--- config.mk ---
export PLATFORM = sky130hd
export DESIGN_NAME = pla_sweep_compactor
export DESIGN_NICKNAME = d
export VERILOG_FILES = /design/src/rtl/pla_sweep_compactor.sv
export SDC_FILE = /design/constraint.sdc
export NUM_CORES = 1
export LEC_CHECK = 0
export CORE_ASPECT_RATIO = 2
export CORE_UTILIZATION = 30
export DETAILED_ROUTE_END_ITERATION = 8
export DONT_BUFFER_PORTS = 1
export GPL_TIMING_DRIVEN = 0
export SETUP_SLACK_MARGIN = 0.2
export SYNTH_ARGS = -nofsm -noshare
export SYNTH_HDL_FRONTEND = slang
export SYNTH_SLANG_ARGS = --single-unit
--- constraint.sdc ---
create_clock -name clk -period 4.66 [get_ports clk]
set_input_delay 0.932 -clock clk [delete_from_list [all_inputs] [get_ports clk]]
set_output_delay 0.932 -clock clk [all_outputs]
set_load 0.02 [all_outputs]
--- src/rtl/pla_sweep_compactor.sv ---
// pla_sweep_compactor
//   Drives a contiguous (possibly wrapping) range of 16-bit vectors into a
//   single-output PLA slice, one per cycle. It samples the slice output on the
//   same edge that retires each vector. The responses are compacted into a
//   ones count, a vector count and a 16-bit MISR signature.
//
// Ports
//   clk, rst       : clock, asynchronous active-high reset
//   start          : sweep request (accepted in IDLE only)
//   start_vec      : first vector, latched on accepted start
//   end_vec        : last vector (inclusive), latched on accepted start
//   abort          : end the sweep early (RUN only, current sample still kept)
//   pla_x          : vector driven to slice inputs x15..x0
//   pla_valid      : pla_x carries a live sweep vector
//   pla_y          : slice output y0, combinational in pla_x
//   busy           : sweep in progress
//   result_valid   : result fields valid, held until result_ready
//   result_ready   : consumer accepts result
//   ones_count     : sampled vectors with pla_y = 1
//   vec_count      : sampled vectors
//   signature      : MISR state
//   aborted        : result came from an aborted sweep
module pla_sweep_compactor #(
    parameter logic [15:0] POLY = 16'h1021,
    parameter logic [15:0] SEED = 16'hFFFF
) (
    input  logic        clk,
    input  logic        rst,
    input  logic        start,
    input  logic [15:0] start_vec,
    input  logic [15:0] end_vec,
    input  logic        abort,
    output logic [15:0] pla_x,
    output logic        pla_valid,
    input  logic        pla_y,
    output logic        busy,
    output logic        result_valid,
    input  logic        result_ready,
    output logic [16:0] ones_count,
    output logic [16:0] vec_count,
    output logic [15:0] signature,
    output logic        aborted
);

    localparam logic [1:0] S_IDLE = 2'd0;
    localparam logic [1:0] S_RUN  = 2'd1;
    localparam logic [1:0] S_DONE = 2'd2;

    logic [1:0]  state;
    logic [15:0] end_q;
    logic [15:0] sig_next;

    // MISR step: shift left, fold in the polynomial on MSB carry-out, XOR the sample into bit 0
    always_comb begin
        sig_next = {signature[14:0], 1'b0} ^ (signature[15] ? POLY : '0) ^ {15'b0, pla_y};
    end

    always_ff @(posedge clk or posedge rst) begin
        if (rst) begin
            state      <= S_IDLE;
            end_q      <= '0;
            pla_x      <= '0;
            ones_count <= '0;
            vec_count  <= '0;
            signature  <= SEED;
            aborted    <= 1'b0;
        end else begin
            case (state)
                S_IDLE: begin
                    if (start) begin
                        state      <= S_RUN;
                        end_q      <= end_vec;
                        pla_x      <= start_vec;
                        ones_count <= '0;
                        vec_count  <= '0;
                        signature  <= SEED;
                        aborted    <= 1'b0;
                    end
                end
                S_RUN: begin
                    // The current vector is always compacted, even on the abort edge
                    ones_count <= ones_count + {16'b0, pla_y};
                    vec_count  <= vec_count + 17'd1;
                    signature  <= sig_next;
                    if (abort) begin
                        state   <= S_DONE;
                        aborted <= 1'b1;
                    end else if (pla_x == end_q) begin
                        state <= S_DONE;
                    end else begin
                        pla_x <= pla_x + 16'd1;
                    end
                end
                S_DONE: begin
                    if (result_ready) begin
                        state <= S_IDLE;
                    end
                end
                default: state <= S_IDLE;
            endcase
        end
    end

    always_comb begin
        busy         = (state == S_RUN);
        pla_valid    = (state == S_RUN);
        result_valid = (state == S_DONE);
    end

endmodule

# Yosys cells after proc, flatten, opt, wreduce, memory -nomap -nowiden
# Index checks and enable logic that the tools add are counted.
# totals
register_bits	85
in_bits	38
output_inout_bits	70
# op_classes
addsub	3
eq_ne	9
mux	18
bitwise	2
reduce_logical	7
# op_table
op	count
one-hot mux 17 bit (2 select lines)	2
two-way mux 16 bit	4
one-hot mux 16 bit (2 select lines)	2
adder 17 x 1 -> 17 bit	1
adder 17 x 1 -> 17 bit (second input constant)	1
two-way mux 17 bit	1
adder 16 x 1 -> 16 bit (second input constant)	1
equality test 16 bit	1
XOR 16 x 1 -> 16 bit	1
XOR 16 x 13 -> 16 bit	1
two-way mux 13 bit	1
two-way mux 2 bit	4
inequality test 2 bit (second input constant)	4
one-hot mux 2 bit (3 select lines)	1
AND reduction 3 bit	2
AND reduction 2 bit	2
AND reduction 4 bit	1
inequality test 3 x 2 -> 1 bit (second input constant)	1
equality test 2 x 1 -> 1 bit (second input constant)	1
equality test 2 bit (second input constant)	1
zero test 2 bit	1
two-way mux 1 bit	2
inequality test 2 x 1 -> 1 bit (second input constant)	1
one-hot mux 1 bit (2 select lines)	1
nonzero test 2 bit	1

# Logic depth before layout (Yosys ltp)
# depth
depth_word	4
depth_mapped	8

# Worst setup path before layout
# OpenSTA, ideal clock, no wires.
# synth_timing
kind	flip-flop to output port
startpoint	reg state[1]
endpoint	out pla_valid
arrival_ps	1894
t_required_ps	3728
slack_ps	1834
stages_incl_launch_ff	7
path_cell_list	dfrtp_1 > nand2b_1 > inv_1 > clkbuf_1 > buf_1 > clkbuf_1 > buf_4
# synth_between
elab_chain_len	1
# synth_lines
item	line	text
from (decl)	49	logic [1:0] state;
from (signal assigned)	60	state <= S_IDLE;
from (signal assigned)	71	state <= S_RUN;
from (signal assigned)	86	state <= S_DONE;
equality test 2 x 1 -> 1 bit	n/a	
to (decl)	34	output logic pla_valid,
# No other way between the ends.

# Worst setup path after layout
# Ends and elaborated chain as after synthesis.

==> flow_summary.yaml <==
status:
  run_status: "complete, no violations"
setup_path:
  critPathKind: "reg -> out"
  crit_slowest_cell: "sky130_fd_sc_hd__clkbuf_1"
  crit_path_frequent_cell: "sky130_fd_sc_hd__clkbuf_1"
  critPathTopFamily: "buffers and inverters"
  timing.critical_path.cells: "nand2b_1 -> inv_1 -> clkbuf_1 -> buf_1 -> clkbuf_1 -> buf_4"
  critical_path.endpoint_type: "primary output"
  critical_path_buf_inv_count: 5
  critPathMaxFanout: 11
  cp_data_arrival_time_ps: 2890
  required_ps: 3730
  worst-path-stages: 6
  highest_cell_delay_on_the_worst_timing_path_ps: 600
  ff2ff_path_depth: 7
  cp_startpoint_kind: "flop"
sta:
  slew_viol_final: 0
  hold_viol_final: 0
  rsz0062_at_grt: "no"
  post-route-min-period_ps: 3820
  min_period_over_period_pct: 82.0
  holdWs_ps: 498
  final.setup_skew_ps: 8.45
  slew_headroom_pct: 51.5
  fmax_ghz: 0.262
  timing.final.ws_setup_ps: 840
  setup-violations-final: 0
  tightest_slew_ps: 728
  fin_setup_tns_ps: 0
clock_tree:
  tritoncts_num_sinks: 85
  clock_tree_from_tritoncts: "done"
  clk_latency_ps: 340
  cts-hold-fix-buffers: 0
  post_cts_buffers: 0
  tritoncts.num_buffers: 9
  cts_buffer_depth: 2
  clk_pin_slew_worst_paths_ps: 70
  post_cts.resized_instances: 0
  cts.root.buffer_cell: "sky130_fd_sc_hd__clkbuf_16"
  cts_htree_levels: 3
logic_synthesis:
  yosys_register_bits: 85
  syn-mean-instance-area_sq_um: 9.11
  synth-edff-count: 0
  asyncSetResetFlopFracSynth_pct: 100
  synth-warning-count: 0
  synth.net_count: 513
  synth_ff_type: "sky130_fd_sc_hd__dfrtp_1"
  sequential_area_share_after_synthesis_pct: 50.0
  netlist_area_sq_um: 4290
  synth_cell_types: 49
  synthCells: 471
grt:
  grt_antenna_before_repair: 1
  grt.total_usage_pct: 18.6
  grt_pass1_wl_um: 20700
  grt_start_max_net_pins: 70
  number_of_global_route_vias_before_repair: 3727
  grt-ovfl-total: 0
routing:
  final_routed_drc_violation_total: 0
  first_pass_iters: 4
  via_count: 3650
  detailed_route_wire_length_um: 13200
  drt_first_iter_violations: 184
  detail_route.wl_per_cell_um: 19.4
  detail-route-antenna-nets: 0
  via_density_per_instance: 5.38
min_path:
  min-delay-path-class: "reg -> reg"
  worstHoldPathCells: 2
die:
  dieWidth_um: 86.6
  floorplan.die.height_um: 171
  design.die.area_sq_um: 14800
  initial_core_util_pct: 30.7
  core_area_sq_um: 14000
  row_count: 61
  boundaryPins: 108
power:
  power.density_cell_area_nw_per_um2: 723
  power_report.internal_total_w: 0.00193
  power_switching_w: 0.00159
  combinationalPowerShare_pct: 35.6
  power.leakage_nw: 2.12
  max-vdd-ir-drop_v: 0.000240
  clockPowerShare_pct: 21.0
  seqPwrFrac_pct: 43.4
  power_switching_share_pct: 45.2
cells_and_area:
  utilization_after_layout_pct: 34.9
  area_growth_pct: 13.6
  layout_common_cells: "sky130_fd_sc_hd__nand2_1 (117), sky130_fd_sc_hd__dfrtp_1 (69), sky130_fd_sc_hd__o21ai_0 (45)"
  final_nets: 525
  nFillCells: 1447
  leading_cell_type_in_the_layout_fill_and_taps_excluded: "sky130_fd_sc_hd__nand2_1"
  layout-drive-gt1-share_pct: 9.84
placement:
  place_hpwl_um: 9890
  gp_routability_congestion: 0.804
  place_worst_setup_slack_ps: 1180
  port_buffers: 0
job:
  cap_viol_max_count: 0
## sequential cells by signal, summed over array words and instances, names as in the netlist
signal / count
state: 2
vec_count: 17
aborted: 1
signature: 16
ones_count: 17
end_q: 16
pla_x: 16
## metrics by stage
stage | std cells | power, W | instance area [sq um]
after floorplan | 471 | 0.00238 | 4290
after global placement | 660 | 0.00277 | 4530
after detailed placement | 661 | 0.00280 | 4560
after CTS | 677 | 0.00356 | 4870
after global routing | 678 | 0.00377 | 4870
final | 678 | 0.00352 | 4870
## cell type report
cell class | count | area, sq um | area share [%]
flip-flops and latches | 85 | 2150 | 44.1
multi-input cells | 346 | 1970 | 40.4
clock buffers | 11 | 275 | 5.65
well taps | 189 | 236 | 4.85
plain buffers | 29 | 133 | 2.72
inverters | 11 | 46.3 | 0.950
clock inverters | 5 | 37.5 | 0.770
repair buffers | 1 | 27.5 | 0.565
diodes | 1 | 2.50 | 0.0513
## cell usage after synthesis, types with 10 or more instances
library cell               instances  area, sq um
sky130_fd_sc_hd__nand2_1         117          439
sky130_fd_sc_hd__dfrtp_1          69         1730
sky130_fd_sc_hd__o21ai_0          45          225
sky130_fd_sc_hd__nand3_1          23          115
sky130_fd_sc_hd__nor2_1           21         78.8
sky130_fd_sc_hd__clkbuf_1         20         75.1
sky130_fd_sc_hd__xnor2_1          18          158
sky130_fd_sc_hd__dfstp_2          16          420
sky130_fd_sc_hd__nand4_1          16          100
sky130_fd_sc_hd__mux2i_1          13          130
sky130_fd_sc_hd__a211oi_1         11         82.6
sky130_fd_sc_hd__a21oi_1          11         55.1
sky130_fd_sc_hd__inv_1            10         37.5
## power by group through the flow
stage	Clock, W	Sequential, W	Combinational [W]
floorplan	0	0.00144	0.000947
global placement	0	0.00154	0.00123
detailed placement	0	0.00154	0.00126
CTS	0.000759	0.00153	0.00127
global route	0.000798	0.00156	0.00141
finish	0.000741	0.00153	0.00125
## metal layers
metal,track usage [%],up-vias,share of wire [%]
met2,32.9,137,56
li1,-,1678,-
met5,0,-,0
met3,4.92,20,6.4
met1,19.7,1815,35
met4,10.1,0,2.8
## path summary, 6_finish.rpt
| path | start | end | slack [ps] |
|---|---|---|---|
| setup / recovery | state[1]$_DFFE_PP0P_ | pla_valid | 840 |
| hold / removal | end_q[13]$_DFFE_PP0P_ | end_q[13]$_DFFE_PP0P_ | 500 |
| setup reg to reg | state[1]$_DFFE_PP0P_ | signature[6]$_DFFE_PP1P_ | 2110 |
| hold reg to reg | end_q[13]$_DFFE_PP0P_ | end_q[13]$_DFFE_PP0P_ | 500 |
| max in group asynchronous | rst | pla_x[12]$_DFFE_PP0P_ | 3620 |
| min in group asynchronous | rst | signature[7]$_DFFE_PP1P_ | 630 |
## cell families (layout without fill, tap and decap cells)
| kind of cell | after synthesis | count (layout) | share of synthesized area (%) |
|---|---|---|---|
| DFF | 85 | 85 | 50.0 |
| other | 0 | 1 | 0 |
| muxes | 14 | 14 | 3.38 |
| adders and majority gates | 4 | 4 | 1.17 |
| AOI/OAI and AO/OA | 106 | 106 | 15.7 |
| and+or+nand+nor | 202 | 202 | 21.4 |
| xor gates and xnor gates | 20 | 20 | 4.26 |
| buffers and inverters | 40 | 57 | 4.11 |
## worst min-delay path, delay by kind of cell (launching register included)
kind / cells / cell delay (ps)
flip-flops: 1 / 360
AND/OR/NAND/NOR: 2 / 120
Note: power is estimated with default switching activity, not from simulation.
